**config.mk**
```make
export PLATFORM = sky130hd
export DESIGN_NAME = parity_stream_gen
export DESIGN_NICKNAME = d
export VERILOG_FILES = /design/src/rtl/parity_pkg.sv /design/src/rtl/parity_lane_reduce.sv /design/src/rtl/parity_stream_gen.sv
export SDC_FILE = /design/constraint.sdc
export NUM_CORES = 1
export LEC_CHECK = 0
export BUFFER_PORTS_ARGS = -buffer_cell sky130_fd_sc_hd__buf_2
export CAP_MARGIN = 10
export CORE_MARGIN = 1
export CORE_UTILIZATION = 30
export CTS_BUF_LIST = sky130_fd_sc_hd__clkbuf_2 sky130_fd_sc_hd__clkbuf_4 sky130_fd_sc_hd__clkbuf_8
export CTS_CLUSTER_SIZE = 16
export DETAILED_ROUTE_END_ITERATION = 6
export PLACE_DENSITY = 0.58
export SLEW_MARGIN = 20
export SYNTH_ARGS = -nofsm -noshare
export SYNTH_HDL_FRONTEND = slang
export SYNTH_HIERARCHICAL = 1
export SYNTH_SLANG_ARGS = --single-unit
```
**constraint.sdc**
```tcl
create_clock -name clk -period 1.85 [get_ports clk]
set_input_delay 0.185 -clock clk [delete_from_list [all_inputs] [get_ports clk]]
set_output_delay 0.185 -clock clk [all_outputs]
set_load 0.01 [all_outputs]
```
**src/rtl/parity_pkg.sv**
```systemverilog
// Shared definitions for the burst parity generator.
//   state_t    : controller states (IDLE, ACCUM, DONE)
//   lane_xor() : XOR reduction of one lane slice of a data word
//   lanes_ok() : configuration check, DATA_W must split evenly into LANES
package parity_pkg;

  typedef enum logic [1:0] {
    IDLE,
    ACCUM,
    DONE
  } state_t;

  localparam int unsigned DEF_DATA_W = 32;
  localparam int unsigned DEF_LANES  = 4;
  // Widest word lane_xor() can slice; wider DATA_W is rejected by lanes_ok().
  localparam int unsigned MAX_DATA_W = 256;

  localparam bit DEF_CFG_OK = (DEF_DATA_W % DEF_LANES) == 0;

  function automatic bit lanes_ok(input int unsigned dw, input int unsigned lanes);
    return (lanes != 0) && ((dw % lanes) == 0) && (dw <= MAX_DATA_W);
  endfunction

  // XOR of bits [(lane+1)*lane_w-1 : lane*lane_w]; data is zero-extended to MAX_DATA_W.
  function automatic logic lane_xor(input logic [MAX_DATA_W-1:0] data,
                                    input int unsigned lane,
                                    input int unsigned lane_w);
    logic r;
    r = 1'b0;
    for (int unsigned b = 0; b < MAX_DATA_W; b++) begin
      if (b >= lane * lane_w && b < (lane + 1) * lane_w) r ^= data[b];
    end
    return r;
  endfunction

endpackage

```
**src/rtl/parity_lane_reduce.sv**
```systemverilog
// Combinational parity reduction of one data word.
//   data : input word, DATA_W bits
//   par  : par[i] = XOR of lane i (i < LANES), par[LANES] = XOR of the whole word
module parity_lane_reduce
  import parity_pkg::*;
#(
  parameter int unsigned DATA_W = DEF_DATA_W,
  parameter int unsigned LANES  = DEF_LANES
) (
  input  logic [DATA_W-1:0] data,
  output logic [LANES:0]    par
);

  localparam int unsigned LANE_W = DATA_W / LANES;

  logic [MAX_DATA_W-1:0] data_ext;

  assign data_ext = MAX_DATA_W'(data);

  always_comb begin
    par = '0;
    for (int unsigned i = 0; i < LANES; i++) begin
      par[i] = lane_xor(data_ext, i, LANE_W);
    end
    par[LANES] = ^data;
  end

endmodule

```
**src/rtl/parity_stream_gen.sv**
```systemverilog
// Burst parity generator: accumulates whole-word and per-lane parity over a
// burst of 1..MAX_WORDS words received on a valid/ready stream, then holds
// the result until the consumer acknowledges it.
//   clk, rst            : clock (rising edge), asynchronous active-low reset
//   start, len, odd_mode: burst request, sampled in IDLE only
//   abort               : synchronous cancel back to IDLE (highest priority)
//   in_data/in_valid/in_ready : input word stream
//   parity_bit, lane_parity, word_count : result, held in IDLE until next start
//   out_valid/out_ready : result handshake
//   busy                : high in ACCUM or DONE
module parity_stream_gen
  import parity_pkg::*;
#(
  parameter  int unsigned DATA_W    = DEF_DATA_W,
  parameter  int unsigned LANES     = DEF_LANES,
  parameter  int unsigned MAX_WORDS = 16,
  localparam int unsigned LEN_W     = $clog2(MAX_WORDS + 1)
) (
  input  logic              clk,
  input  logic              rst,
  input  logic              start,
  input  logic [LEN_W-1:0]  len,
  input  logic              odd_mode,
  input  logic              abort,
  input  logic [DATA_W-1:0] in_data,
  input  logic              in_valid,
  output logic              in_ready,
  output logic              parity_bit,
  output logic [LANES-1:0]  lane_parity,
  output logic [LEN_W-1:0]  word_count,
  output logic              out_valid,
  input  logic              out_ready,
  output logic              busy
);

  if (!DEF_CFG_OK || !lanes_ok(DATA_W, LANES)) begin : g_cfg_err
    $error("parity_stream_gen: DATA_W must be a non-zero multiple of LANES");
  end

  localparam logic [LEN_W-1:0] MAX_LEN = LEN_W'(MAX_WORDS);

  state_t           state, state_nxt;
  logic [LEN_W-1:0] len_q;
  logic [LEN_W-1:0] len_eff;
  logic [LEN_W-1:0] count_inc;
  logic             odd_q;
  logic             acc;
  logic [LANES-1:0] lane_acc;
  logic [LANES:0]   word_par;
  logic             accept;
  logic             last_word;

  parity_lane_reduce #(
    .DATA_W (DATA_W),
    .LANES  (LANES)
  ) u_reduce (
    .data (in_data),
    .par  (word_par)
  );

  assign len_eff   = (len > MAX_LEN) ? MAX_LEN : len;
  assign in_ready  = (state == ACCUM);
  assign accept    = in_valid && in_ready;
  assign count_inc = word_count + LEN_W'(1);
  assign last_word = accept && (count_inc == len_q);

  // Result is the raw accumulators with the latched polarity applied; since
  // nothing but start/abort touches them outside ACCUM, the result persists in IDLE.
  assign parity_bit  = acc ^ odd_q;
  assign lane_parity = lane_acc ^ {LANES{odd_q}};

  always_ff @(posedge clk or negedge rst) begin
    if (!rst) state <= IDLE;
    else      state <= state_nxt;
  end

  always_comb begin
    state_nxt = state;
    out_valid = 1'b0;
    busy      = 1'b0;
    unique case (state)
      IDLE: begin
        if (start) state_nxt = (len == '0) ? DONE : ACCUM;
      end
      ACCUM: begin
        busy = 1'b1;
        if (last_word) state_nxt = DONE;
      end
      DONE: begin
        busy      = 1'b1;
        out_valid = 1'b1;
        if (out_ready) state_nxt = IDLE;
      end
      default: state_nxt = IDLE;
    endcase
    if (abort) state_nxt = IDLE;
  end

  always_ff @(posedge clk or negedge rst) begin
    if (!rst) begin
      len_q      <= '0;
      odd_q      <= 1'b0;
      acc        <= 1'b0;
      lane_acc   <= '0;
      word_count <= '0;
    end else if (abort) begin
      odd_q      <= 1'b0;
      acc        <= 1'b0;
      lane_acc   <= '0;
      word_count <= '0;
    end else if (state == IDLE && start) begin
      len_q      <= len_eff;
      odd_q      <= odd_mode;
      acc        <= 1'b0;
      lane_acc   <= '0;
      word_count <= '0;
    end else if (accept) begin
      acc        <= acc ^ word_par[LANES];
      lane_acc   <= lane_acc ^ word_par[LANES-1:0];
      word_count <= count_inc;
    end
  end

endmodule

```
==> flow_metrics.py <==
metrics = {
    "die": {
        "die_y_um": 69.21,
        "core_um2": 4354,
        "start_util_pct": 31.12,
        "die_area_um2": 4789,
        "io_pins": 57,
        "die_w_um": 69.21,
        "placementRows": 24,
    },
    "worst_setup_path": {
        "critPathLaunchType": "register",
        "slowest_delay_ns": 0.48,
        "required_ns": 1.98,
        "worstPathMaxFanout": 5,
        "crit_type": "register to register",
        "critPathCaptureType": "register",
        "crit_arrival_ns": 1.98,
        "reg2reg_depth": 6,
        "crit_chain": "ha_4, and2b_1, or4b_4, nand3_2, a211oi_1, or3_1",
        "critPathSlowestCell": "or4b_4",
    },
    "logic_synthesis": {
        "synth_warnings": 6,
        "synth_seq_cells": 18,
        "syn_inst": 146,
        "synth.distinct_cells": 31,
        "synthXorXnorAreaFrac_pct": 34.53,
        "avgSynthCellArea_um2": 9.281,
        "synth_top_area_cell": "dfrtp_1",
        "synth.top_cell.area_share_pct": 33.24,
        "synth_area_um2": 1355,
        "syn_nets": 194,
        "muxShareOfSynthArea_pct": 1.570,
        "synth_enable_flop_cells": 0,
        "synth.area.top_cells": "dfrtp_1 33%, xnor2_1 17%, xor2_1 13%, xnor2_2 4.8%, nand2_1 4.2%",
        "ys_seq_area_share_pct": 33.24,
        "synth_compound_area_share_pct": 4.617,
        "synth_top_family_by_area": "XOR/XNOR gates",
        "synthSimpleGateAreaFrac_pct": 19.30,
        "yosysMostFrequentCell": "xnor2_1",
        "synth_ff_type": "dfrtp_1",
        "async_flop_share_pct": 100.0,
        "synth_commonest_cells": "26 x xnor2_1, 20 x xor2_1, 18 x dfrtp_1",
        "synth_adder_area_share_pct": 3.693,
    },
    "timing": {
        "worst_slew_pin_slew_ns": 0.4085,
        "timing.final.max_slew_violations": 0,
        "worst_slack_ns": 0.004589,
        "setup_viol": 0,
        "fin_worst_skew_ns": 0.0009068,
        "rsz0062_at_grt": "true",
        "slew_headroom_pct": 72.77,
        "fmax_mhz": 541.9,
        "min_period_over_period_pct": 99.75,
        "finalCriticalPeriod_ns": 1.845,
        "finalHoldViolCount": 0,
    },
    "final_layout": {
        "syn_to_final_growth_pct": 35.18,
        "diodes": 0,
        "layout.cells.non_filler": 263,
        "drive_above_1_share_pct": 37.91,
        "post-route-util_pct": 42.07,
        "fill_cells": 432,
        "final_net_count": 260,
    },
    "status": {
        "status": "completed",
    },
    "detailed_routing": {
        "drt_wl_total_um": 2743,
        "drt_iter0_drc": 43,
        "ant_nets": 0,
        "vias": 1148,
        "drtPass1Iterations": 4,
        "detail_route.vias_per_cell": 4.365,
        "drt-wirelength-per-cell_um": 10.43,
        "drcViolationCount": 0,
    },
    "clock_tree": {
        "root_buffer": "clkbuf_8",
        "cts_buffers": 3,
        "cts_tree": "done",
        "cts_buffer_depth": 2,
        "htree_levels": 1,
        "clk_pin_slew_ns": 0.07,
        "postCtsSetupRepairBufs": 0,
        "clock-sinks": 18,
        "clk_latency_ns": 0.25,
    },
    "global_routing": {
        "antenna_found_initial": 0,
        "grt_overflow": 0,
        "grt_pass1_wl_um": 4871,
        "grt_pass1_vias": 1131,
        "grt_usage_pct": 12.26,
        "grt_max_degree": 19,
    },
    "hold_path": {
        "hold_class": "primary input to register",
        "hold_depth": 2,
    },
    "run": {
        "cap_violations": 0,
    },
    "placed_design": {
        "gp_congestion": 0.7573,
        "io_buffers": 56,
        "hpwlAfterDp_um": 2297,
        "dp_cells": 258,
        "dp_slack_ns": -0.002948,
    },
    "power": {
        "p_per_area_nw_per_um2": 983.0,
        "peakVddDrop_uv": 292.1,
        "power.leakage_nw": 0.9118,
    },
}
==> per-layer routing <==
| layer | wire (um) | up-vias | global-route usage [%] |
|---|---|---|---|
| li1 | - | 603 | - |
| met1 | 1294 | 519 | 14.93 |
| met2 | 1313 | 24 | 21.57 |
| met3 | 106 | 2 | 2.762 |
| met4 | 29 | 0 | 3.401 |
| met5 | 0 | - | 0 |
==> cells by family (layout without fill, tap and decap cells) <==
| group | count (synthesis) | in the layout |
|---|---|---|
| xor gates and xnor gates | 50 | 50 |
| DFF | 18 | 18 |
| and+or+nand+nor | 51 | 51 |
| AOI/OAI and AO/OA | 10 | 10 |
| muxes | 2 | 2 |
| buffers and inverters | 11 | 76 |
| adders and majority gates | 4 | 4 |
==> state kept, by name (all words and copies together), names as in the netlist <==
signal,count
len_q,5
state,2
lane_acc,4
acc,1
odd_q,1
word_count,5
==> through the flow <==
stage | area [um2] | setup TNS, ns | hold WS [ns] | total power, mW
floorplan | 1370 | -0.007879 | -0.1106 | 1.191
global placement | 1757 | 0 | 0.1464 | 1.468
detailed placement | 1757 | -0.002948 | 0.1478 | 1.479
CTS | 1822 | 0 | 0.1550 | 1.809
global route | 1832 | -0.06323 | 0.1546 | 1.945
finish | 1832 | 0 | 0.1560 | 1.801
==> repair_timing <==
action	4_1_cts	5_1_grt
hold buffers	1	0
setup endpoints to repair	0	2
endpoints found under the hold margin	18	0
gates resized for setup	0	2
==> cell usage in the layout (no fill, tap or decap), types with 2 or more instances in the layout <==
cell       n
inv_1      8
o21ai_0    4
o22ai_1    2
nand3_1    3
nand2_1   15
nand4_1    3
nor2_1    14
xnor2_2    4
buf_2     56
or4_1      2
buf_4      7
ha_1       3
xor2_1    20
dfrtp_1   16
clkbuf_8   4
nand2b_1   4
dfrtp_2    2
xnor2_1   26
==> cell type report <==
type	instances	area, um2	share of cell area, %
clock buffer	4	55.05	3.005
tap	52	65.06	3.552
multi-input combinational	117	885.9	48.36
inverter	8	30.03	1.639
timing repair buffer	64	342.8	18.72
sequential	18	452.9	24.73
==> power breakdown <==
group | total, mW | internal [mW] | switching (mW) | leakage (nW)
logic | 0.925 | 0.472 | 0.452 | 0.643
clock network | 0.316 | 0.189 | 0.128 | 0.0288
registers | 0.559 | 0.480 | 0.0794 | 0.240
==> worst max-delay path: cells and delay by family, from the launching register on <==
kind,cells,cell delay (ns)
simple gates,4,1.07
flops,1,0.42
fa+ha+maj,1,0.17
compound gates,1,0.06
==> path summary, 6_finish.rpt <==
path	startpoint	endpoint	slack, ns
min in group asynchronous	rst	state[0]$_DFFE_PN0P_	0.39
max in group asynchronous	rst	word_count[1]$_DFFE_PN0P_	1.14
setup / recovery	word_count[1]$_DFFE_PN0P_	state[0]$_DFFE_PN0P_	0.005
hold reg to reg	len_q[0]$_DFFE_PN0P_	len_q[0]$_DFFE_PN0P_	0.50
hold / removal	abort	state[1]$_DFFE_PN0P_	0.16
setup reg to reg	word_count[1]$_DFFE_PN0P_	state[0]$_DFFE_PN0P_	0.005
Note: power is estimated with default switching activity, not from simulation.
